$ cat config.mk
export PLATFORM = sky130hd
export DESIGN_NAME = fp16_mul_core_flat
export DESIGN_NICKNAME = d
export VERILOG_FILES = /design/src/rtl/fp16_mul_core_if.sv /design/src/rtl/fp16_mul_core.sv /design/src/flat_wrapper.sv
export SDC_FILE = /design/constraint.sdc
export NUM_CORES = 1
export LEC_CHECK = 0
export ABC_CLOCK_PERIOD_IN_PS = 5950
export BUFFER_PORTS_ARGS = -buffer_cell sky130_fd_sc_hd__buf_2
export CORE_MARGIN = 2
export CORE_UTILIZATION = 33
export CTS_BUF_LIST = sky130_fd_sc_hd__clkbuf_4
export CTS_CLUSTER_DIAMETER = 150
export DETAILED_ROUTE_END_ITERATION = 10
export GPL_TIMING_DRIVEN = 1
export PLACE_DENSITY_LB_ADDON = 0.25
export SLEW_MARGIN = 30
export SYNTH_ARGS = -nofsm -noshare
export SYNTH_HDL_FRONTEND = slang
export SYNTH_SLANG_ARGS = --single-unit
$ cat constraint.sdc
create_clock -name clk -period 5.95 [get_ports clk]
set_input_delay 1.19 -clock clk [delete_from_list [all_inputs] [get_ports clk]]
set_output_delay 1.19 -clock clk [all_outputs]
set_load 0.02 [all_outputs]
$ cat src/rtl/fp16_mul_core_if.sv
// Handshake bundle between the fp16 exception stage, the normal-path multiply
// core and its downstream consumer.
interface fp16_mul_core_if;
  logic        in_valid;
  logic        in_ready;
  logic [15:0] in_a;
  logic [15:0] in_b;
  logic        exc;
  logic [15:0] exc_q;
  logic        out_valid;
  logic        out_ready;
  logic [15:0] out_q;
  logic        out_exc;

  modport master (
    output in_valid, in_a, in_b, exc, exc_q, out_ready,
    input  in_ready, out_valid, out_q, out_exc
  );

  modport slave (
    input  in_valid, in_a, in_b, exc, exc_q, out_ready,
    output in_ready, out_valid, out_q, out_exc
  );
endinterface

$ cat src/rtl/fp16_mul_core.sv
// Sequential fp16 multiplier normal path: shift-add mantissa product, normalise,
// round-to-nearest-even; exception-stage results are forwarded untouched.
module fp16_mul_core #(
  parameter int MANT_W = 10,
  parameter int EXP_W  = 5,
  parameter int BIAS   = 15
) (
  input  logic             clk,
  input  logic             rst_n,
  fp16_mul_core_if.slave   bus
);

  localparam int FP_W    = 1 + EXP_W + MANT_W;
  localparam int SIG_W   = MANT_W + 1;
  localparam int PROD_W  = 2 * SIG_W;
  localparam int EXPR_W  = EXP_W + 2;
  localparam int EXPF_W  = EXPR_W + 2;
  localparam int CNT_W   = $clog2(SIG_W);
  localparam int EXP_MAX = (1 << EXP_W) - 1;

  typedef enum logic [2:0] {
    S_IDLE,
    S_MUL,
    S_NORM,
    S_ROUND,
    S_DONE
  } state_t;

  state_t                     state_reg, state_next;
  logic                       sign_reg;
  logic [PROD_W-1:0]          mcand_reg;
  logic [SIG_W-1:0]           mplier_reg;
  logic [PROD_W-1:0]          acc_reg;
  logic [CNT_W-1:0]           cnt_reg;
  logic signed [EXPR_W-1:0]   exp_reg;
  logic [FP_W-1:0]            q_reg;
  logic                       exc_out_reg;

  logic                       accept;
  logic                       norm_done;

  // Operand decode: subnormals get no hidden bit and an effective exponent of 1
  logic [EXP_W-1:0]           ea_raw, eb_raw, ea_eff, eb_eff;
  logic [SIG_W-1:0]           sig_a, sig_b;
  logic [EXPR_W-1:0]          exp_init;

  assign ea_raw   = bus.in_a[MANT_W +: EXP_W];
  assign eb_raw   = bus.in_b[MANT_W +: EXP_W];
  assign ea_eff   = (ea_raw == '0) ? EXP_W'(1) : ea_raw;
  assign eb_eff   = (eb_raw == '0) ? EXP_W'(1) : eb_raw;
  assign sig_a    = {(ea_raw != '0), bus.in_a[MANT_W-1:0]};
  assign sig_b    = {(eb_raw != '0), bus.in_b[MANT_W-1:0]};
  assign exp_init = EXPR_W'(ea_eff) + EXPR_W'(eb_eff) - EXPR_W'(BIAS);

  assign accept    = bus.in_valid && (state_reg == S_IDLE);
  assign norm_done = (acc_reg == '0) || acc_reg[PROD_W-1] || acc_reg[PROD_W-2];

  // Rounding datapath, evaluated while in ROUND
  logic [MANT_W-1:0]          mant_raw;
  logic                       guard_bit, sticky_bit, rnd_inc;
  logic [MANT_W:0]            mant_sum;
  logic [EXPF_W-1:0]          exp_base, exp_fin;
  logic [FP_W-1:0]            round_q;

  always_comb begin
    if (acc_reg[PROD_W-1]) begin
      mant_raw   = acc_reg[PROD_W-2 -: MANT_W];
      guard_bit  = acc_reg[PROD_W-2-MANT_W];
      sticky_bit = |acc_reg[PROD_W-3-MANT_W:0];
    end else begin
      mant_raw   = acc_reg[PROD_W-3 -: MANT_W];
      guard_bit  = acc_reg[PROD_W-3-MANT_W];
      sticky_bit = |acc_reg[PROD_W-4-MANT_W:0];
    end
    rnd_inc  = guard_bit && (sticky_bit || mant_raw[0]);
    mant_sum = {1'b0, mant_raw} + (MANT_W+1)'(rnd_inc);
    exp_base = {{(EXPF_W-EXPR_W){exp_reg[EXPR_W-1]}}, exp_reg};
    exp_fin  = exp_base + EXPF_W'(acc_reg[PROD_W-1]) + EXPF_W'(mant_sum[MANT_W]);

    if (acc_reg == '0) begin
      round_q = {sign_reg, {(EXP_W+MANT_W){1'b0}}};
    end else if (!exp_fin[EXPF_W-1] && (exp_fin >= EXPF_W'(EXP_MAX))) begin
      round_q = {sign_reg, {EXP_W{1'b1}}, {MANT_W{1'b0}}};
    end else if (exp_fin[EXPF_W-1] || (exp_fin == '0)) begin
      round_q = {sign_reg, {(EXP_W+MANT_W){1'b0}}};
    end else begin
      // A rounding carry leaves the low mantissa bits at zero already
      round_q = {sign_reg, exp_fin[EXP_W-1:0], mant_sum[MANT_W-1:0]};
    end
  end

  always_ff @(posedge clk or negedge rst_n) begin
    if (!rst_n) begin
      state_reg <= S_IDLE;
    end else begin
      state_reg <= state_next;
    end
  end

  always_comb begin
    state_next = state_reg;
    case (state_reg)
      S_IDLE:  if (accept) state_next = bus.exc ? S_DONE : S_MUL;
      S_MUL:   if (cnt_reg == CNT_W'(SIG_W-1)) state_next = S_NORM;
      S_NORM:  if (norm_done) state_next = S_ROUND;
      S_ROUND: state_next = S_DONE;
      S_DONE:  if (bus.out_ready) state_next = S_IDLE;
      default: state_next = S_IDLE;
    endcase
  end

  always_comb begin
    bus.in_ready  = (state_reg == S_IDLE);
    bus.out_valid = (state_reg == S_DONE);
    bus.out_q     = q_reg;
    bus.out_exc   = exc_out_reg;
  end

  always_ff @(posedge clk or negedge rst_n) begin
    if (!rst_n) begin
      sign_reg    <= 1'b0;
      mcand_reg   <= '0;
      mplier_reg  <= '0;
      acc_reg     <= '0;
      cnt_reg     <= '0;
      exp_reg     <= '0;
      q_reg       <= '0;
      exc_out_reg <= 1'b0;
    end else begin
      case (state_reg)
        S_IDLE: begin
          if (accept) begin
            if (bus.exc) begin
              q_reg       <= bus.exc_q;
              exc_out_reg <= 1'b1;
            end else begin
              sign_reg   <= bus.in_a[FP_W-1] ^ bus.in_b[FP_W-1];
              mcand_reg  <= {{(PROD_W-SIG_W){1'b0}}, sig_a};
              mplier_reg <= sig_b;
              acc_reg    <= '0;
              cnt_reg    <= '0;
              exp_reg    <= $signed(exp_init);
            end
          end
        end
        S_MUL: begin
          if (mplier_reg[0]) acc_reg <= acc_reg + mcand_reg;
          mcand_reg  <= mcand_reg << 1;
          mplier_reg <= mplier_reg >> 1;
          cnt_reg    <= cnt_reg + CNT_W'(1);
        end
        S_NORM: begin
          // Products of subnormal operands are walked up to bit 20 one bit per cycle
          if (!norm_done) begin
            acc_reg <= acc_reg << 1;
            exp_reg <= exp_reg - EXPR_W'(1);
          end
        end
        S_ROUND: begin
          q_reg       <= round_q;
          exc_out_reg <= 1'b0;
        end
        default: ;
      endcase
    end
  end

endmodule
$ cat src/flat_wrapper.sv
// flat-port wrapper written by rule: the top's interface ports become plain ports
module fp16_mul_core_flat 
#(
  parameter int MANT_W = 10,
  parameter int EXP_W  = 5,
  parameter int BIAS   = 15
)
  (clk, rst_n, bus_in_valid, bus_in_a, bus_in_b, bus_exc, bus_exc_q, bus_out_ready, bus_in_ready, bus_out_valid, bus_out_q, bus_out_exc);
  fp16_mul_core_if bus_i ();
  input  logic clk;
  input  logic rst_n;
  input wire logic [$bits(bus_i.in_valid)-1:0] bus_in_valid;
  input wire logic [$bits(bus_i.in_a)-1:0] bus_in_a;
  input wire logic [$bits(bus_i.in_b)-1:0] bus_in_b;
  input wire logic [$bits(bus_i.exc)-1:0] bus_exc;
  input wire logic [$bits(bus_i.exc_q)-1:0] bus_exc_q;
  input wire logic [$bits(bus_i.out_ready)-1:0] bus_out_ready;
  output wire logic [$bits(bus_i.in_ready)-1:0] bus_in_ready;
  output wire logic [$bits(bus_i.out_valid)-1:0] bus_out_valid;
  output wire logic [$bits(bus_i.out_q)-1:0] bus_out_q;
  output wire logic [$bits(bus_i.out_exc)-1:0] bus_out_exc;
  assign bus_i.in_valid = bus_in_valid;
  assign bus_i.in_a = bus_in_a;
  assign bus_i.in_b = bus_in_b;
  assign bus_i.exc = bus_exc;
  assign bus_i.exc_q = bus_exc_q;
  assign bus_i.out_ready = bus_out_ready;
  assign bus_in_ready = bus_i.in_ready;
  assign bus_out_valid = bus_i.out_valid;
  assign bus_out_q = bus_i.out_q;
  assign bus_out_exc = bus_i.out_exc;
  fp16_mul_core #(.MANT_W(MANT_W), .EXP_W(EXP_W), .BIAS(BIAS)) u_core (.clk(clk), .rst_n(rst_n), .bus(bus_i));
endmodule
After elaboration in Yosys (flattened, before gate mapping)
Index checks and enable logic that the tools add are counted.
W data, S select, Z words.
{ "totals": {"ff_bits": 87, "latch_bits": 0, "mem_bits_rw": 0, "rom_bits": 0, "mem_count": 0} }
{ "classes": {"addsub": 8, "multipliers": 0, "n_div": 0, "n_lt_le_gt_ge": 1, "eq_ne": 13, "shifts": 0, "mux": 38, "n_bitwise": 2, "reduce_logical": 27} }
{ "ops": {"columns": ["op", "n"], "rows": [
  ["$mux W22", 6],
  ["$pmux W22 S3", 1],
  ["$mux W15", 3],
  ["$pmux W22 S2", 1],
  ["$mux W16", 2],
  ["$pmux W16 S2", 1],
  ["$add A22 B22 Y22", 1],
  ["$logic_not A22 Y1", 1],
  ["$mux W11", 2],
  ["$pmux W11 S2", 1],
  ["$mux W7", 3],
  ["$mux W3", 5],
  ["$pmux W3 S5", 1],
  ["$pmux W7 S2", 1],
  ["$add A10 B1 Y11", 1],
  ["$logic_not A5 Y1", 2],
  ["$mux W10", 1],
  ["$mux W5", 2],
  ["$reduce_bool A5 Y1", 2],
  ["$reduce_or A10 Y1", 1],
  ["$add A9 B1 Y9", 1],
  ["$ge A9 B5 Y1 const B", 1],
  ["$logic_not A9 Y1", 1],
  ["$reduce_and A3 Y1", 3],
  ["other kinds (26)", 45]
]} }

Depth between registers and ports, before layout
Gate-level depths: netlist (run 1).
{ "logic_depth": {"word_depth": 12, "ltp_mapped": 21} }

Worst setup path after synthesis (run 1)
OpenSTA, ideal clock, no wires.
{ "synth_path": {"path_type": "register to register", "startpoint": "register u_core.acc_reg[21]", "endpoint": "register u_core.q_reg[4], in the netlist u_core.bus.out_q[4]", "setup_time_ps": 99, "t_arrival_ps": 4269, "required_ps": 5851, "path_slack_ps": 1582, "stages_incl_launch_ff": 21, "path_buffers": 5, "path_cell_list": "dfrtp_1 > clkbuf_1 > clkbuf_1 > buf_1 > mux2_2 > ha_1 > and3_1 > and3_1 > nand3_1 > nor3b_1 > ha_1 > ha_1 > clkbuf_2 > a21o_1 > a22o_1 > a21oi_1 > xnor2_1 > nor3_1 > nand4bb_1 > buf_6 > o311ai_4"} }
{ "synth_via": {"elab_chain_cells": 11} }
{ "synth_lines": {"columns": ["element", "line_no", "text"], "rows": [
  ["start, declared", "fp16_mul_core.sv:33", "logic [PROD_W-1:0] acc_reg;"],
  ["start signal, assigned", "fp16_mul_core.sv:147", "if (mplier_reg[0]) acc_reg <= acc_reg + mcand_reg;"],
  ["start signal, assigned", "fp16_mul_core.sv:155", "acc_reg <= acc_reg << 1;"],
  ["parallel branches: the longest is 9 deep, another holds $add A10 B1 Y11", null, null],
  ["$mux W15 (*)", "fp16_mul_core.sv:80", "if (acc_reg == '0) begin"],
  ["$pmux W16 S2 (*)", "fp16_mul_core.sv:130", "case (state_reg)"],
  ["end signal, assigned", "fp16_mul_core.sv:134", "q_reg <= bus.exc_q;"],
  ["end signal, assigned", "fp16_mul_core.sv:160", "q_reg <= round_q;"],
  ["end, declared", "fp16_mul_core.sv:36", "logic [FP_W-1:0] q_reg;"]
]} }
Every way passes the cells marked *.
A chain may end at the register's enable or synchronous reset.

Final worst setup path (run 1)
{ "layout_path": {"startpoint": "register u_core.acc_reg[21]", "endpoint": "register u_core.q_reg[9], in the netlist u_core.bus.out_q[9]"} }
The elaborated chain is that of the path after synthesis.

==> flow_summary.html, run 1 <==
<table>
<tr><th>Metric</th><th>Value</th></tr>
<tr><th colspan="2">GRT</th></tr>
<tr><td>Combined global-route utilization of all metal layers</td><td>15.7%</td></tr>
<tr><td>Largest net degree at the start of global routing</td><td>58</td></tr>
<tr><td>Residual overflow from global routing</td><td>0</td></tr>
<tr><td>Global-route wire length before repair</td><td>25.3 mm</td></tr>
<tr><td>Antenna violations before repair</td><td>1</td></tr>
<tr><td>Via count of the first global-routing pass</td><td>5,019</td></tr>
<tr><th colspan="2">CTS</th></tr>
<tr><td>Clock transition at path regs</td><td>0.14 ns</td></tr>
<tr><td>CTS Buffer Depth</td><td>2</td></tr>
<tr><td>CTS root buf</td><td>sky130_fd_sc_hd__clkbuf_4</td></tr>
<tr><td>Number of buffers created by CTS</td><td>9</td></tr>
<tr><td>Number of buffers inserted by post-CTS setup repair</td><td>0</td></tr>
<tr><td>Worst skew pair latency</td><td>0.48 ns</td></tr>
<tr><td>CTS tree</td><td>done</td></tr>
<tr><td>Resize count post-CTS</td><td>0</td></tr>
<tr><td>Number of hold buffers added after cts</td><td>0</td></tr>
<tr><td>Clock sink count</td><td>87</td></tr>
<tr><td>H-tree lvl count</td><td>3</td></tr>
<tr><th colspan="2">Die</th></tr>
<tr><td>Standard-cell rows</td><td>49</td></tr>
<tr><td>Die Wd</td><td>140 um</td></tr>
<tr><td>DIE AREA</td><td>19,500 sq um</td></tr>
<tr><td>IO Pins</td><td>72</td></tr>
<tr><td>Area of the placeable core</td><td>18,000 sq um</td></tr>
<tr><td>Initial standard-cell utilization of the core</td><td>33.7%</td></tr>
<tr><td>Die Span Y</td><td>140 um</td></tr>
<tr><th colspan="2">Detailed routing</th></tr>
<tr><td>Routed vias/inst</td><td>5.18</td></tr>
<tr><td>Detailed Routing Iterations Pass 1</td><td>6</td></tr>
<tr><td>DR DRC count</td><td>0</td></tr>
<tr><td>Total length of routed wires</td><td>14.7 mm</td></tr>
<tr><td>Vias</td><td>5,273</td></tr>
<tr><td>Routed Antenna Nets</td><td>0</td></tr>
<tr><td>Routed length per placed instance</td><td>14.5 um</td></tr>
<tr><td>DR iter-0 viols</td><td>286</td></tr>
<tr><th colspan="2">Power and ir drop</th></tr>
<tr><td>Total power divided by cell area</td><td>498 nW/um^2</td></tr>
<tr><td>Largest vdd supply drop</td><td>190 uV</td></tr>
<tr><td>Leakage power summed over all cells</td><td>3.04 nW</td></tr>
<tr><td>Overall power after layout</td><td>3.32 mW</td></tr>
<tr><th colspan="2">Placement</th></tr>
<tr><td>Weighted congestion at the end of routability-driven global placement</td><td>0.802</td></tr>
<tr><td>PortBufs</td><td>71</td></tr>
<tr><td>Post-detail-place hpwl</td><td>10.6 mm</td></tr>
<tr><th colspan="2">Synth</th></tr>
<tr><td>Netlist cell types</td><td>67</td></tr>
<tr><td>Fraction of registers with async set/reset</td><td>100%</td></tr>
<tr><td>Yosys warning total</td><td>0</td></tr>
<tr><td>Post-synth EDFFs</td><td>0</td></tr>
<tr><td>Register bit count reported by yosys</td><td>87</td></tr>
<tr><td>Mapped Avg Cell Area</td><td>8.18 sq um</td></tr>
<tr><td>Synthesized cell area</td><td>6080 sq um</td></tr>
<tr><td>Main flop type after synthesis</td><td>sky130_fd_sc_hd__dfrtp_1</td></tr>
<tr><td>Sequential-to-total area share from yosys stat</td><td>35.8%</td></tr>
<tr><td>Gate count of the mapped netlist</td><td>743</td></tr>
<tr><td>Post-synth net total</td><td>833</td></tr>
<tr><th colspan="2">Min path</th></tr>
<tr><td>Worst hold-check path type</td><td>register to register</td></tr>
<tr><th colspan="2">Setup path</th></tr>
<tr><td>Critical path arrival</td><td>5.13 ns</td></tr>
<tr><td>Startpoint of the worst register-to-register path</td><td>u_core.acc_reg[21]$_DFFE_PN0P_</td></tr>
<tr><td>Capturing element of the worst setup path</td><td>u_core.bus.out_q[9]$_DFFE_PN0P_</td></tr>
<tr><td>Category of the critical setup timing path</td><td>register to register</td></tr>
<tr><td>CP required</td><td>6.32 ns</td></tr>
<tr><td>Crit path from</td><td>u_core.acc_reg[21]$_DFFE_PN0P_</td></tr>
<tr><td>Top fanout value on the critical path</td><td>32</td></tr>
<tr><td>Top cell by count, worst path</td><td>sky130_fd_sc_hd__ha_1</td></tr>
<tr><td>Buf/Inv on CP</td><td>0</td></tr>
<tr><td>Capture instance of the worst register-to-register path</td><td>u_core.bus.out_q[9]$_DFFE_PN0P_</td></tr>
<tr><td>Max incr delay on CP</td><td>0.74 ns</td></tr>
<tr><td>FF-to-FF path depth</td><td>14</td></tr>
<tr><td>Total stage count of the critical path</td><td>14</td></tr>
<tr><td>Category of cells accounting for the largest share of critical-path delay</td><td>simple AND/OR/NAND/NOR gates</td></tr>
<tr><td>Crit path capture type</td><td>register</td></tr>
<tr><td>Startpoint type of the worst setup path</td><td>register</td></tr>
<tr><td>Slowest CP cell</td><td>sky130_fd_sc_hd__dfrtp_1</td></tr>
<tr><td>Worst path cell trace</td><td>nand2b_1, a21boi_0, ha_1, and3_1, and3_1, nand3_1, nor3b_1, ha_1, ha_1, a22o_2, o21ai_0, a211oi_1, nand4bb_1, o311ai_4</td></tr>
<tr><td>Internal reg-to-reg setup slack</td><td>1.19 ns</td></tr>
<tr><th colspan="2">Final layout</th></tr>
<tr><td>Layout filler cell count</td><td>1,901</td></tr>
<tr><td>Net count, final</td><td>872</td></tr>
<tr><td>Commonest cells after routing, fill and taps aside</td><td>sky130_fd_sc_hd__nand2_1, sky130_fd_sc_hd__nor2_1, sky130_fd_sc_hd__dfrtp_1</td></tr>
<tr><td>Final core area utilization</td><td>37.0%</td></tr>
<tr><td>Most common cell after layout, fill and taps aside</td><td>sky130_fd_sc_hd__nand2_1</td></tr>
<tr><td>Share of final-layout standard cells stronger than drive strength 1</td><td>15.1%</td></tr>
<tr><td>Layout overhead on the synthesized area</td><td>9.61%</td></tr>
<tr><th colspan="2">STA</th></tr>
<tr><td>Setup repair after global routing missed its margin</td><td>no</td></tr>
<tr><td>Minimum period implied by the final worst setup slack</td><td>4.76 ns</td></tr>
<tr><td>Final setup violation count</td><td>0</td></tr>
<tr><td>Slew margin rel.</td><td>39.8%</td></tr>
<tr><td>Final Slew Violations</td><td>0</td></tr>
<tr><td>Worst clock skew</td><td>0.0192 ns</td></tr>
<tr><td>Max Freq</td><td>210 MHz</td></tr>
<tr><td>Final total negative setup slack</td><td>0 ns</td></tr>
<tr><td>Transition time of the tightest slew-check pin</td><td>0.903 ns</td></tr>
<tr><td>Share of the clock period used by the worst path after layout</td><td>80.0%</td></tr>
<tr><td>Endpoints failing hold</td><td>0</td></tr>
<tr><th colspan="2">Flow run</th></tr>
<tr><td>Max-cap violations</td><td>0</td></tr>
<tr><th colspan="2">Outcome</th></tr>
<tr><td>Status</td><td>finished, final reports clean</td></tr>
</table>
[stage by stage]
stage          setup slack, ns  std cells  area [sq um]  hold WS [ns]
4_1_cts                   1.18       1016          6660         0.492
6_report                  1.19       1017          6660         0.488
5_1_grt                  0.481       1017          6660         0.531
3_5_place_dp              1.22       1000          6550         0.461
2_1_floorplan             1.58        743          6080         0.451
3_3_place_gp              1.33       1000          6550         0.460
[power breakdown]
part	leakage (nW)	switching [mW]	internal [mW]
sequential	1.06	0.333	0.855
combinational	1.92	1.06	0.775
clock	0.0528	0.216	0.0812
[cell families after synthesis]
family	synth area share (%)
and+or+nand+nor	23.5
AOI/OAI and AO/OA	21.9
DFF	35.8
buffers and inverters	4.59
xor gates and xnor gates	5.33
adders and majority gates	7.86
muxes	0.967
[worst min-delay path by stage]
stage	cells past startpoint	slack (ns)	startpoint	to
3_3_place_gp	2	0.46	u_core.bus.out_q[12]$_DFFE_PN0P_	u_core.bus.out_q[12]$_DFFE_PN0P_
2_1_floorplan	2	0.45	u_core.sign_reg$_DFFE_PN0P_	u_core.sign_reg$_DFFE_PN0P_
6_report	2	0.49	u_core.bus.out_q[12]$_DFFE_PN0P_	u_core.bus.out_q[12]$_DFFE_PN0P_
4_1_cts	2	0.49	u_core.bus.out_q[12]$_DFFE_PN0P_	u_core.bus.out_q[12]$_DFFE_PN0P_
5_1_grt	1	0.53	u_core.bus.out_exc$_DFFE_PN0P_	u_core.bus.out_exc$_DFFE_PN0P_
3_5_place_dp	2	0.46	u_core.bus.out_q[12]$_DFFE_PN0P_	u_core.bus.out_q[12]$_DFFE_PN0P_
[worst min-delay path, cell delays in order (launching register included)]
cell and delay, ns:
sky130_fd_sc_hd__dfrtp_1 0.36, sky130_fd_sc_hd__nand2_1 0.05, sky130_fd_sc_hd__nand3_1 0.05
[cell usage after synthesis (9+ instances only)]
cell type	instances	area [sq um]
sky130_fd_sc_hd__a31oi_1	24	150
sky130_fd_sc_hd__ha_1	35	438
sky130_fd_sc_hd__a21o_1	17	128
sky130_fd_sc_hd__a21oi_1	58	290
sky130_fd_sc_hd__xnor2_1	22	193
sky130_fd_sc_hd__nor3_1	12	60.1
sky130_fd_sc_hd__and3_1	9	56.3
sky130_fd_sc_hd__o21ai_0	51	255
sky130_fd_sc_hd__nand2_1	109	409
sky130_fd_sc_hd__nor2_1	88	330
sky130_fd_sc_hd__xor2_1	15	131
sky130_fd_sc_hd__a221oi_1	12	105
sky130_fd_sc_hd__o22ai_1	10	62.6
sky130_fd_sc_hd__inv_1	13	48.8
sky130_fd_sc_hd__dfrtp_1	87	2180
sky130_fd_sc_hd__nand3_1	35	175
sky130_fd_sc_hd__clkbuf_1	38	143
[final cells by class]
type | count | area (sq um) | share of cell area (%)
multi-input combinational | 594 | 3640 | 54.6
tap | 229 | 287 | 4.30
clock buffer | 9 | 67.6 | 1.01
sequential | 87 | 2180 | 32.7
clock inverter | 7 | 40.0 | 0.601
antenna | 1 | 2.50 | 0.0376
timing repair buffer | 77 | 403 | 6.05
inverter | 13 | 48.8 | 0.732
[per-layer routing]
metal / vias up / track usage, % / routed length [um]
li1: 2724 / - / -
met1: 2436 / 22.4 / 7290
met2: 102 / 24.3 / 6560
met3: 11 / 3.10 / 701
met4: 0 / 4.16 / 178
met5: - / 0 / 0
Power figures use the tool's default switching activity.
==> inputs of run 2 (changes only) <==
--- a/config.mk
+++ b/config.mk
@@ -5,7 +5,7 @@
 export SDC_FILE = /design/constraint.sdc
 export NUM_CORES = 1
 export LEC_CHECK = 0
-export ABC_CLOCK_PERIOD_IN_PS = 5950
+export ABC_CLOCK_PERIOD_IN_PS = 4400
 export BUFFER_PORTS_ARGS = -buffer_cell sky130_fd_sc_hd__buf_2
 export CORE_MARGIN = 2
 export CORE_UTILIZATION = 33
==> constraint.sdc (replaced) <==
create_clock -name clk -period 4.4 [get_ports clk]
set_input_delay 0.88 -clock clk [delete_from_list [all_inputs] [get_ports clk]]
set_output_delay 0.88 -clock clk [all_outputs]
set_load 0.02 [all_outputs]
==> run 2 against run 1 <==
Against the previous run: flip-flop and latch count stayed put; routed wire length is 2.2% higher; cell area is 1.0% higher; largest cell class unchanged; non-clock buffer count is 6 higher; first-iteration DRC count is 23% higher; global-route usage is 0.050 points higher; clock power is 37% higher; sequential share of layout area is 0.32 points lower; fmax is 22% higher.
==> flow_summary.html, run 2 (same netlist as run 1, synthesis figures left out) <==
<table>
<tr><th>Metric</th><th>Value</th></tr>
<tr><th colspan="2">Setup path</th></tr>
<tr><td>Startpoint of the worst register-to-register path</td><td>u_core.acc_reg[21]$_DFFE_PN0P_ (unchanged)</td></tr>
<tr><td>Top fanout value on the critical path</td><td>10 (was 32)</td></tr>
<tr><td>Crit path capture type</td><td>register (unchanged)</td></tr>
<tr><td>CP required</td><td>4.77 ns (was 6.32 ns)</td></tr>
<tr><td>Worst path cell trace</td><td>nand2b_1, a21boi_0, ha_1, and3_1, and3_1, nand3_1, nor3b_1, ha_1, ha_2, nand2_1, nor4_1, a21oi_1, xnor2_1, nor3_1, nand4bb_4, o311ai_4 (was nand2b_1, a21boi_0, ha_1, and3_1, and3_1, nand3_1, nor3b_1, ha_1, ha_1, a22o_2, o21ai_0, a211oi_1, nand4bb_1, o311ai_4)</td></tr>
<tr><td>Category of the critical setup timing path</td><td>register to register (unchanged)</td></tr>
<tr><td>Critical path arrival</td><td>4.29 ns (was 5.13 ns)</td></tr>
<tr><td>Max incr delay on CP</td><td>0.45 ns (was 0.74 ns)</td></tr>
<tr><td>Slowest CP cell</td><td>sky130_fd_sc_hd__dfrtp_1 (unchanged)</td></tr>
<tr><td>Buf/Inv on CP</td><td>0 (unchanged)</td></tr>
<tr><td>Category of cells accounting for the largest share of critical-path delay</td><td>simple AND/OR/NAND/NOR gates (unchanged)</td></tr>
<tr><td>Crit path from</td><td>u_core.acc_reg[21]$_DFFE_PN0P_ (unchanged)</td></tr>
<tr><td>Startpoint type of the worst setup path</td><td>register (unchanged)</td></tr>
<tr><th colspan="2">Detailed routing</th></tr>
<tr><td>Routed Antenna Nets</td><td>0 (unchanged)</td></tr>
<tr><td>DR iter-0 viols</td><td>352 (was 286)</td></tr>
<tr><td>Detailed Routing Iterations Pass 1</td><td>5 (was 6)</td></tr>
<tr><td>DR DRC count</td><td>0 (unchanged)</td></tr>
<tr><td>Routed length per placed instance</td><td>14.8 um (was 14.5 um)</td></tr>
<tr><td>Routed vias/inst</td><td>5.30 (was 5.18)</td></tr>
<tr><td>Vias</td><td>5,412 (was 5,273)</td></tr>
<tr><td>Total length of routed wires</td><td>15.1 mm (was 14.7 mm)</td></tr>
<tr><th colspan="2">Die</th></tr>
<tr><td>Die Span Y</td><td>140 um (unchanged)</td></tr>
<tr><td>Initial standard-cell utilization of the core</td><td>33.7% (unchanged)</td></tr>
<tr><td>IO Pins</td><td>72 (unchanged)</td></tr>
<tr><td>Area of the placeable core</td><td>18,000 sq um (unchanged)</td></tr>
<tr><td>Die Wd</td><td>140 um (unchanged)</td></tr>
<tr><td>DIE AREA</td><td>19,500 sq um (unchanged)</td></tr>
<tr><td>Standard-cell rows</td><td>49 (unchanged)</td></tr>
<tr><th colspan="2">STA</th></tr>
<tr><td>Final setup violation count</td><td>0 (unchanged)</td></tr>
<tr><td>Worst clock skew</td><td>0.0229 ns (was 0.0192 ns)</td></tr>
<tr><td>Share of the clock period used by the worst path after layout</td><td>89.0% (was 80.0%)</td></tr>
<tr><td>Final total negative setup slack</td><td>0 ns (unchanged)</td></tr>
<tr><td>Worst hold slack</td><td>0.390 ns (was 0.488 ns)</td></tr>
<tr><td>Minimum period implied by the final worst setup slack</td><td>3.92 ns (was 4.76 ns)</td></tr>
<tr><td>Final Slew Violations</td><td>0 (unchanged)</td></tr>
<tr><td>Endpoints failing hold</td><td>0 (unchanged)</td></tr>
<tr><td>Slew margin rel.</td><td>40.0% (was 39.8%)</td></tr>
<tr><td>Max Freq</td><td>255 MHz (was 210 MHz)</td></tr>
<tr><td>Setup repair after global routing missed its margin</td><td>no (unchanged)</td></tr>
<tr><td>Transition time of the tightest slew-check pin</td><td>0.898 ns (was 0.903 ns)</td></tr>
<tr><th colspan="2">Power and ir drop</th></tr>
<tr><td>Total power divided by cell area</td><td>675 nW/um^2 (was 498 nW/um^2)</td></tr>
<tr><td>Largest vdd supply drop</td><td>272 uV (was 190 uV)</td></tr>
<tr><td>Leakage power summed over all cells</td><td>3.07 nW (was 3.04 nW)</td></tr>
<tr><th colspan="2">Placement</th></tr>
<tr><td>PortBufs</td><td>71 (unchanged)</td></tr>
<tr><td>Post-detail-place hpwl</td><td>10.8 mm (was 10.6 mm)</td></tr>
<tr><td>Cell count after placement</td><td>1,006 (was 1,000)</td></tr>
<tr><td>Weighted congestion at the end of routability-driven global placement</td><td>0.783 (was 0.802)</td></tr>
<tr><th colspan="2">CTS</th></tr>
<tr><td>Number of hold buffers added after cts</td><td>0 (unchanged)</td></tr>
<tr><td>CTS root buf</td><td>sky130_fd_sc_hd__clkbuf_4 (unchanged)</td></tr>
<tr><td>Clock transition at path regs</td><td>0.15 ns (was 0.14 ns)</td></tr>
<tr><td>Resize count post-CTS</td><td>0 (unchanged)</td></tr>
<tr><td>Worst skew pair latency</td><td>0.48 ns (about the same)</td></tr>
<tr><td>Number of buffers created by CTS</td><td>9 (unchanged)</td></tr>
<tr><td>Clock sink count</td><td>87 (unchanged)</td></tr>
<tr><td>Number of buffers inserted by post-CTS setup repair</td><td>0 (unchanged)</td></tr>
<tr><td>H-tree lvl count</td><td>3 (unchanged)</td></tr>
<tr><td>CTS tree</td><td>done (unchanged)</td></tr>
<tr><td>CTS Buffer Depth</td><td>2 (unchanged)</td></tr>
<tr><th colspan="2">GRT</th></tr>
<tr><td>Via count of the first global-routing pass</td><td>4,942 (was 5,019)</td></tr>
<tr><td>Antenna violations before repair</td><td>0 (was 1)</td></tr>
<tr><td>Residual overflow from global routing</td><td>0 (unchanged)</td></tr>
<tr><td>Largest net degree at the start of global routing</td><td>68 (was 58)</td></tr>
<tr><td>Global-route wire length before repair</td><td>25.3 mm (about the same)</td></tr>
<tr><td>Combined global-route utilization of all metal layers</td><td>15.7% (about the same)</td></tr>
<tr><th colspan="2">Final layout</th></tr>
<tr><td>Number of antenna repair diodes</td><td>0 (was 1)</td></tr>
<tr><td>Share of final-layout standard cells stronger than drive strength 1</td><td>16.0% (was 15.1%)</td></tr>
<tr><td>Layout filler cell count</td><td>1,918 (was 1,901)</td></tr>
<tr><td>Final standard cell count with taps included and fillers excluded</td><td>1,021 (was 1,017)</td></tr>
<tr><td>Commonest cells after routing, fill and taps aside</td><td>sky130_fd_sc_hd__nand2_1, sky130_fd_sc_hd__nor2_1, sky130_fd_sc_hd__dfrtp_1 (unchanged)</td></tr>
<tr><td>Most common cell after layout, fill and taps aside</td><td>sky130_fd_sc_hd__nand2_1 (unchanged)</td></tr>
<tr><td>Net count, final</td><td>878 (was 872)</td></tr>
<tr><td>Layout overhead on the synthesized area</td><td>10.7% (was 9.61%)</td></tr>
<tr><th colspan="2">Flow run</th></tr>
<tr><td>Max-cap violations</td><td>0 (unchanged)</td></tr>
<tr><th colspan="2">Min path</th></tr>
<tr><td>Worst hold-check path type</td><td>input port to asynchronous set/reset pin (was register to register)</td></tr>
<tr><th colspan="2">Outcome</th></tr>
<tr><td>Status</td><td>finished, final reports clean (unchanged)</td></tr>
</table>
run 2: changes by cell type in the layout (fill, tap and decap cells not counted), sizes merged:
| cell | before | now |
|---|---|---|
| clkinvlp | 3 | 2 |
| diode | 1 | 0 |
| buf | 77 | 83 |
| clkbuf | 9 | 11 |
| clkinv | 4 | 2 |
run 2: path summary, 6_finish.rpt:
check                                              endpoint  slack [ns]  cells past startpoint
max                         u_core.bus.out_q[4]$_DFFE_PN0P_        0.48                     16
min                        u_core.mcand_reg[14]$_DFFE_PN0P_        0.39                      1
max reg2reg                 u_core.bus.out_q[4]$_DFFE_PN0P_        0.48                     16
min reg2reg                u_core.bus.out_q[12]$_DFFE_PN0P_        0.49                      2
max in group asynchronous  u_core.mplier_reg[2]$_DFFE_PN0P_        3.29                      2
min in group clk           u_core.bus.out_q[12]$_DFFE_PN0P_        0.49                      2
run 2: worst reg2reg max path: cells and delay by family (launching register included):
kind | cells | cell delay (ns)
compound gates | 3 | 0.61
xor+xnor | 1 | 0.27
fa+ha+maj | 3 | 0.81
flops | 1 | 0.45
simple gates | 9 | 1.64
run 2: final cells by class:
cell class,count,area [sq um],area share [%]
multi-input combinational,594,3660,54.4
sequential,87,2180,32.3
timing repair buffer,83,452,6.71
tap,229,287,4.26
clock buffer,11,82.6,1.23
inverter,13,48.8,0.725
clock inverter,4,23.8,0.353
run 2: power breakdown:
group          total [mW]  leakage, nW  internal, mW  switching, mW
Clock               0.408       0.0564         0.123          0.285
Combinational        2.56         1.95          1.08           1.48
Sequential           1.58         1.06          1.16          0.423
run 2: per-stage QoR:
stage / instance area, sq um / total power [mW] / util, % / worst slack (ns)
2_1_floorplan: 6080 / 3.50 / - / 0.0318
3_3_place_gp: 6590 / 4.13 / 36.6 / 0.210
3_5_place_dp: 6600 / 4.16 / 36.6 / 0.0970
4_1_cts: 6700 / 4.58 / 37.2 / 0.0298
5_1_grt: 6730 / 5.03 / 37.3 / 0.117
6_report: 6730 / 4.54 / 37.3 / 0.483
run 2: per-layer routing:
layer	global-route usage, %	part of all wire, %	vias to the layer above
met4	2.84	0.53	0
met2	23.9	44	110
li1	-	-	2740
met3	3.99	4.5	6
met5	0	0	-
met1	22.9	51	2556
==> inputs of run 3 (changes only) <==
--- a/config.mk
+++ b/config.mk
@@ -14,6 +14,7 @@
 export DETAILED_ROUTE_END_ITERATION = 10
 export GPL_TIMING_DRIVEN = 1
 export PLACE_DENSITY_LB_ADDON = 0.25
+export RECOVER_POWER = 25
 export SLEW_MARGIN = 30
 export SYNTH_ARGS = -nofsm -noshare
 export SYNTH_HDL_FRONTEND = slang
==> run 3 against run 2 <==
Against the previous run: largest cell class unchanged; the run now ends with capacitance limit, slew limit left; power hardly changed; critical endpoint unchanged; global-route usage stayed put; cell area hardly changed.
==> flow_summary.html, run 3 (same netlist as run 1, synthesis figures left out) <==
<table>
<tr><th>Metric</th><th>Value</th></tr>
<tr><th colspan="2">Final layout</th></tr>
<tr><td>Commonest cells after routing, fill and taps aside</td><td>sky130_fd_sc_hd__nand2_1, sky130_fd_sc_hd__nor2_1, sky130_fd_sc_hd__dfrtp_1 (unchanged)</td></tr>
<tr><td>Final standard cell count with taps included and fillers excluded</td><td>1,021 (unchanged)</td></tr>
<tr><td>Net count, final</td><td>878 (unchanged)</td></tr>
<tr><td>Layout overhead on the synthesized area</td><td>10.7% (about the same)</td></tr>
<tr><td>Post-route standard cell area excluding fillers</td><td>6730 sq um (about the same)</td></tr>
<tr><td>Share of final-layout standard cells stronger than drive strength 1</td><td>15.9% (was 16.0%)</td></tr>
<tr><td>Number of antenna repair diodes</td><td>0 (unchanged)</td></tr>
<tr><td>Final core area utilization</td><td>37.3% (about the same)</td></tr>
<tr><td>Most common cell after layout, fill and taps aside</td><td>sky130_fd_sc_hd__nand2_1 (unchanged)</td></tr>
<tr><th colspan="2">CTS</th></tr>
<tr><td>Number of buffers created by CTS</td><td>9 (unchanged)</td></tr>
<tr><td>H-tree lvl count</td><td>3 (unchanged)</td></tr>
<tr><td>Worst skew pair latency</td><td>0.48 ns (about the same)</td></tr>
<tr><td>CTS Buffer Depth</td><td>2 (unchanged)</td></tr>
<tr><td>Resize count post-CTS</td><td>0 (unchanged)</td></tr>
<tr><td>Number of buffers inserted by post-CTS setup repair</td><td>0 (unchanged)</td></tr>
<tr><td>Number of hold buffers added after cts</td><td>0 (unchanged)</td></tr>
<tr><td>Clock sink count</td><td>87 (unchanged)</td></tr>
<tr><td>CTS root buf</td><td>sky130_fd_sc_hd__clkbuf_4 (unchanged)</td></tr>
<tr><td>CTS tree</td><td>done (unchanged)</td></tr>
<tr><td>Clock transition at path regs</td><td>0.15 ns (about the same)</td></tr>
<tr><th colspan="2">STA</th></tr>
<tr><td>Worst hold slack</td><td>0.488 ns (was 0.390 ns)</td></tr>
<tr><td>Share of the clock period used by the worst path after layout</td><td>89.0% (about the same)</td></tr>
<tr><td>Final Slew Violations</td><td>68 (was 0)</td></tr>
<tr><td>Minimum period implied by the final worst setup slack</td><td>3.92 ns (about the same)</td></tr>
<tr><td>Slew margin rel.</td><td>-108% (was 40.0%)</td></tr>
<tr><td>Final worst setup slack</td><td>0.483 ns (about the same)</td></tr>
<tr><td>Worst clock skew</td><td>0.0229 ns (about the same)</td></tr>
<tr><td>Endpoints failing hold</td><td>0 (unchanged)</td></tr>
<tr><td>Max Freq</td><td>255 MHz (about the same)</td></tr>
<tr><td>Final total negative setup slack</td><td>0 ns (unchanged)</td></tr>
<tr><td>Setup repair after global routing missed its margin</td><td>no (unchanged)</td></tr>
<tr><td>Transition time of the tightest slew-check pin</td><td>3.11 ns (was 0.898 ns)</td></tr>
<tr><td>Final setup violation count</td><td>0 (unchanged)</td></tr>
<tr><th colspan="2">Die</th></tr>
<tr><td>Initial standard-cell utilization of the core</td><td>33.7% (unchanged)</td></tr>
<tr><td>IO Pins</td><td>72 (unchanged)</td></tr>
<tr><td>Standard-cell rows</td><td>49 (unchanged)</td></tr>
<tr><td>Area of the placeable core</td><td>18,000 sq um (unchanged)</td></tr>
<tr><td>Die Wd</td><td>140 um (unchanged)</td></tr>
<tr><td>DIE AREA</td><td>19,500 sq um (unchanged)</td></tr>
<tr><td>Die Span Y</td><td>140 um (unchanged)</td></tr>
<tr><th colspan="2">Setup path</th></tr>
<tr><td>CP required</td><td>4.77 ns (about the same)</td></tr>
<tr><td>Startpoint type of the worst setup path</td><td>register (unchanged)</td></tr>
<tr><td>Critical path arrival</td><td>4.29 ns (about the same)</td></tr>
<tr><td>Internal reg-to-reg setup slack</td><td>0.48 ns (about the same)</td></tr>
<tr><td>Top fanout value on the critical path</td><td>10 (unchanged)</td></tr>
<tr><td>Category of the critical setup timing path</td><td>register to register (unchanged)</td></tr>
<tr><td>FF-to-FF path depth</td><td>16 (unchanged)</td></tr>
<tr><td>Crit path capture type</td><td>register (unchanged)</td></tr>
<tr><th colspan="2">GRT</th></tr>
<tr><td>Global-route wire length before repair</td><td>25.3 mm (unchanged)</td></tr>
<tr><td>Residual overflow from global routing</td><td>0 (unchanged)</td></tr>
<tr><td>Via count of the first global-routing pass</td><td>4,942 (unchanged)</td></tr>
<tr><td>Combined global-route utilization of all metal layers</td><td>15.7% (unchanged)</td></tr>
<tr><td>Largest net degree at the start of global routing</td><td>68 (unchanged)</td></tr>
<tr><td>Antenna violations before repair</td><td>0 (unchanged)</td></tr>
<tr><th colspan="2">Placement</th></tr>
<tr><td>Setup slack after placement</td><td>0.0970 ns (unchanged)</td></tr>
<tr><td>Post-detail-place hpwl</td><td>10.8 mm (unchanged)</td></tr>
<tr><td>Weighted congestion at the end of routability-driven global placement</td><td>0.783 (unchanged)</td></tr>
<tr><td>PortBufs</td><td>71 (unchanged)</td></tr>
<tr><td>Area after detailed placement</td><td>6600 sq um (unchanged)</td></tr>
<tr><td>Cell count after placement</td><td>1,006 (unchanged)</td></tr>
<tr><th colspan="2">Power and ir drop</th></tr>
<tr><td>Part of the power in the clock network</td><td>9.0% (about the same)</td></tr>
<tr><td>Internal Pwr Total</td><td>2.36 mW (about the same)</td></tr>
<tr><td>Leakage power summed over all cells</td><td>3.07 nW (about the same)</td></tr>
<tr><td>Comb pwr share</td><td>56.3% (about the same)</td></tr>
<tr><td>Largest vdd supply drop</td><td>272 uV (about the same)</td></tr>
<tr><td>Overall power after layout</td><td>4.54 mW (about the same)</td></tr>
<tr><td>Total power divided by cell area</td><td>675 nW/um^2 (about the same)</td></tr>
<tr><td>Switching Fraction</td><td>48.1% (about the same)</td></tr>
<tr><td>Share of power burned in registers</td><td>34.8% (about the same)</td></tr>
<tr><td>Switching power of the nets</td><td>2.19 mW (about the same)</td></tr>
<tr><th colspan="2">Detailed routing</th></tr>
<tr><td>Detailed Routing Iterations Pass 1</td><td>5 (unchanged)</td></tr>
<tr><td>Routed length per placed instance</td><td>14.7 um (was 14.8 um)</td></tr>
<tr><td>DR DRC count</td><td>0 (unchanged)</td></tr>
<tr><td>Vias</td><td>5,403 (was 5,412)</td></tr>
<tr><td>Total length of routed wires</td><td>15.1 mm (about the same)</td></tr>
<tr><td>Routed vias/inst</td><td>5.29 (was 5.30)</td></tr>
<tr><td>DR iter-0 viols</td><td>352 (unchanged)</td></tr>
<tr><td>Routed Antenna Nets</td><td>0 (unchanged)</td></tr>
<tr><th colspan="2">Outcome</th></tr>
<tr><td>Violations in the final reports</td><td>capacitance limit, slew limit</td></tr>
<tr><td>Status</td><td>finished, violations left (was finished, final reports clean)</td></tr>
<tr><th colspan="2">Flow run</th></tr>
<tr><td>Max-cap violations</td><td>1 (was 0)</td></tr>
<tr><th colspan="2">Min path</th></tr>
<tr><td>Worst hold-check path type</td><td>register to register (was input port to asynchronous set/reset pin)</td></tr>
<tr><td>Number of cells traversed by the worst hold path</td><td>2</td></tr>
</table>
## run 3: changes by cell type in the layout (fill, tap and decap cells not counted)
cell	delta
sky130_fd_sc_hd__buf_6	-1
sky130_fd_sc_hd__dlygate4sd2_1	+1
## run 3: worst paths after layout
check / start / end
min: u_core.bus.out_q[12]$_DFFE_PN0P_ / u_core.bus.out_q[12]$_DFFE_PN0P_
min reg2reg: u_core.bus.out_q[12]$_DFFE_PN0P_ / u_core.bus.out_q[12]$_DFFE_PN0P_
min in group asynchronous: rst_n / u_core.acc_reg[21]$_DFFE_PN0P_
max: u_core.acc_reg[21]$_DFFE_PN0P_ / u_core.bus.out_q[4]$_DFFE_PN0P_
max reg2reg: u_core.acc_reg[21]$_DFFE_PN0P_ / u_core.bus.out_q[4]$_DFFE_PN0P_
max in group asynchronous: rst_n / u_core.bus.out_q[0]$_DFFE_PN0P_
## run 3: worst max-delay path: stages, from the launching register on
cell	delay [ns]
sky130_fd_sc_hd__dfrtp_1	0.45
sky130_fd_sc_hd__nand2b_1	0.22
sky130_fd_sc_hd__a21boi_0	0.20
sky130_fd_sc_hd__ha_1	0.22
sky130_fd_sc_hd__and3_1	0.21
sky130_fd_sc_hd__and3_1	0.20
sky130_fd_sc_hd__nand3_1	0.12
sky130_fd_sc_hd__nor3b_1	0.24
sky130_fd_sc_hd__ha_1	0.29
sky130_fd_sc_hd__ha_2	0.30
sky130_fd_sc_hd__nand2_1	0.07
sky130_fd_sc_hd__nor4_1	0.17
sky130_fd_sc_hd__a21oi_1	0.08
sky130_fd_sc_hd__xnor2_1	0.27
sky130_fd_sc_hd__nor3_1	0.10
sky130_fd_sc_hd__nand4bb_4	0.31
sky130_fd_sc_hd__o311ai_4	0.33
## run 3: cell type report
type	instances	area (sq um)
fill	1917	11300
clock inverter	4	23.8
inverter	13	48.8
clock buffer	11	82.6
sequential	87	2180
tap	229	287
multi-input combinational	594	3660
timing repair buffer	83	449
## run 3: routing by layer
| metal | GRT usage (%) | share of wire (%) |
|---|---|---|
| met1 | 22.9 | 51 |
| met2 | 23.9 | 44 |
| met3 | 3.99 | 4.5 |
| met4 | 2.84 | 0.53 |
| met5 | 0 | 0 |
## run 3: power by group through the flow
stage          clock (mW)  combinational (mW)  sequential, mW
6_report            0.407                2.56            1.58
5_1_grt             0.464                2.91            1.65
4_1_cts             0.435                2.57            1.58
3_5_place_dp            0                2.56            1.60
3_3_place_gp            0                2.54            1.59
2_1_floorplan           0                1.99            1.51
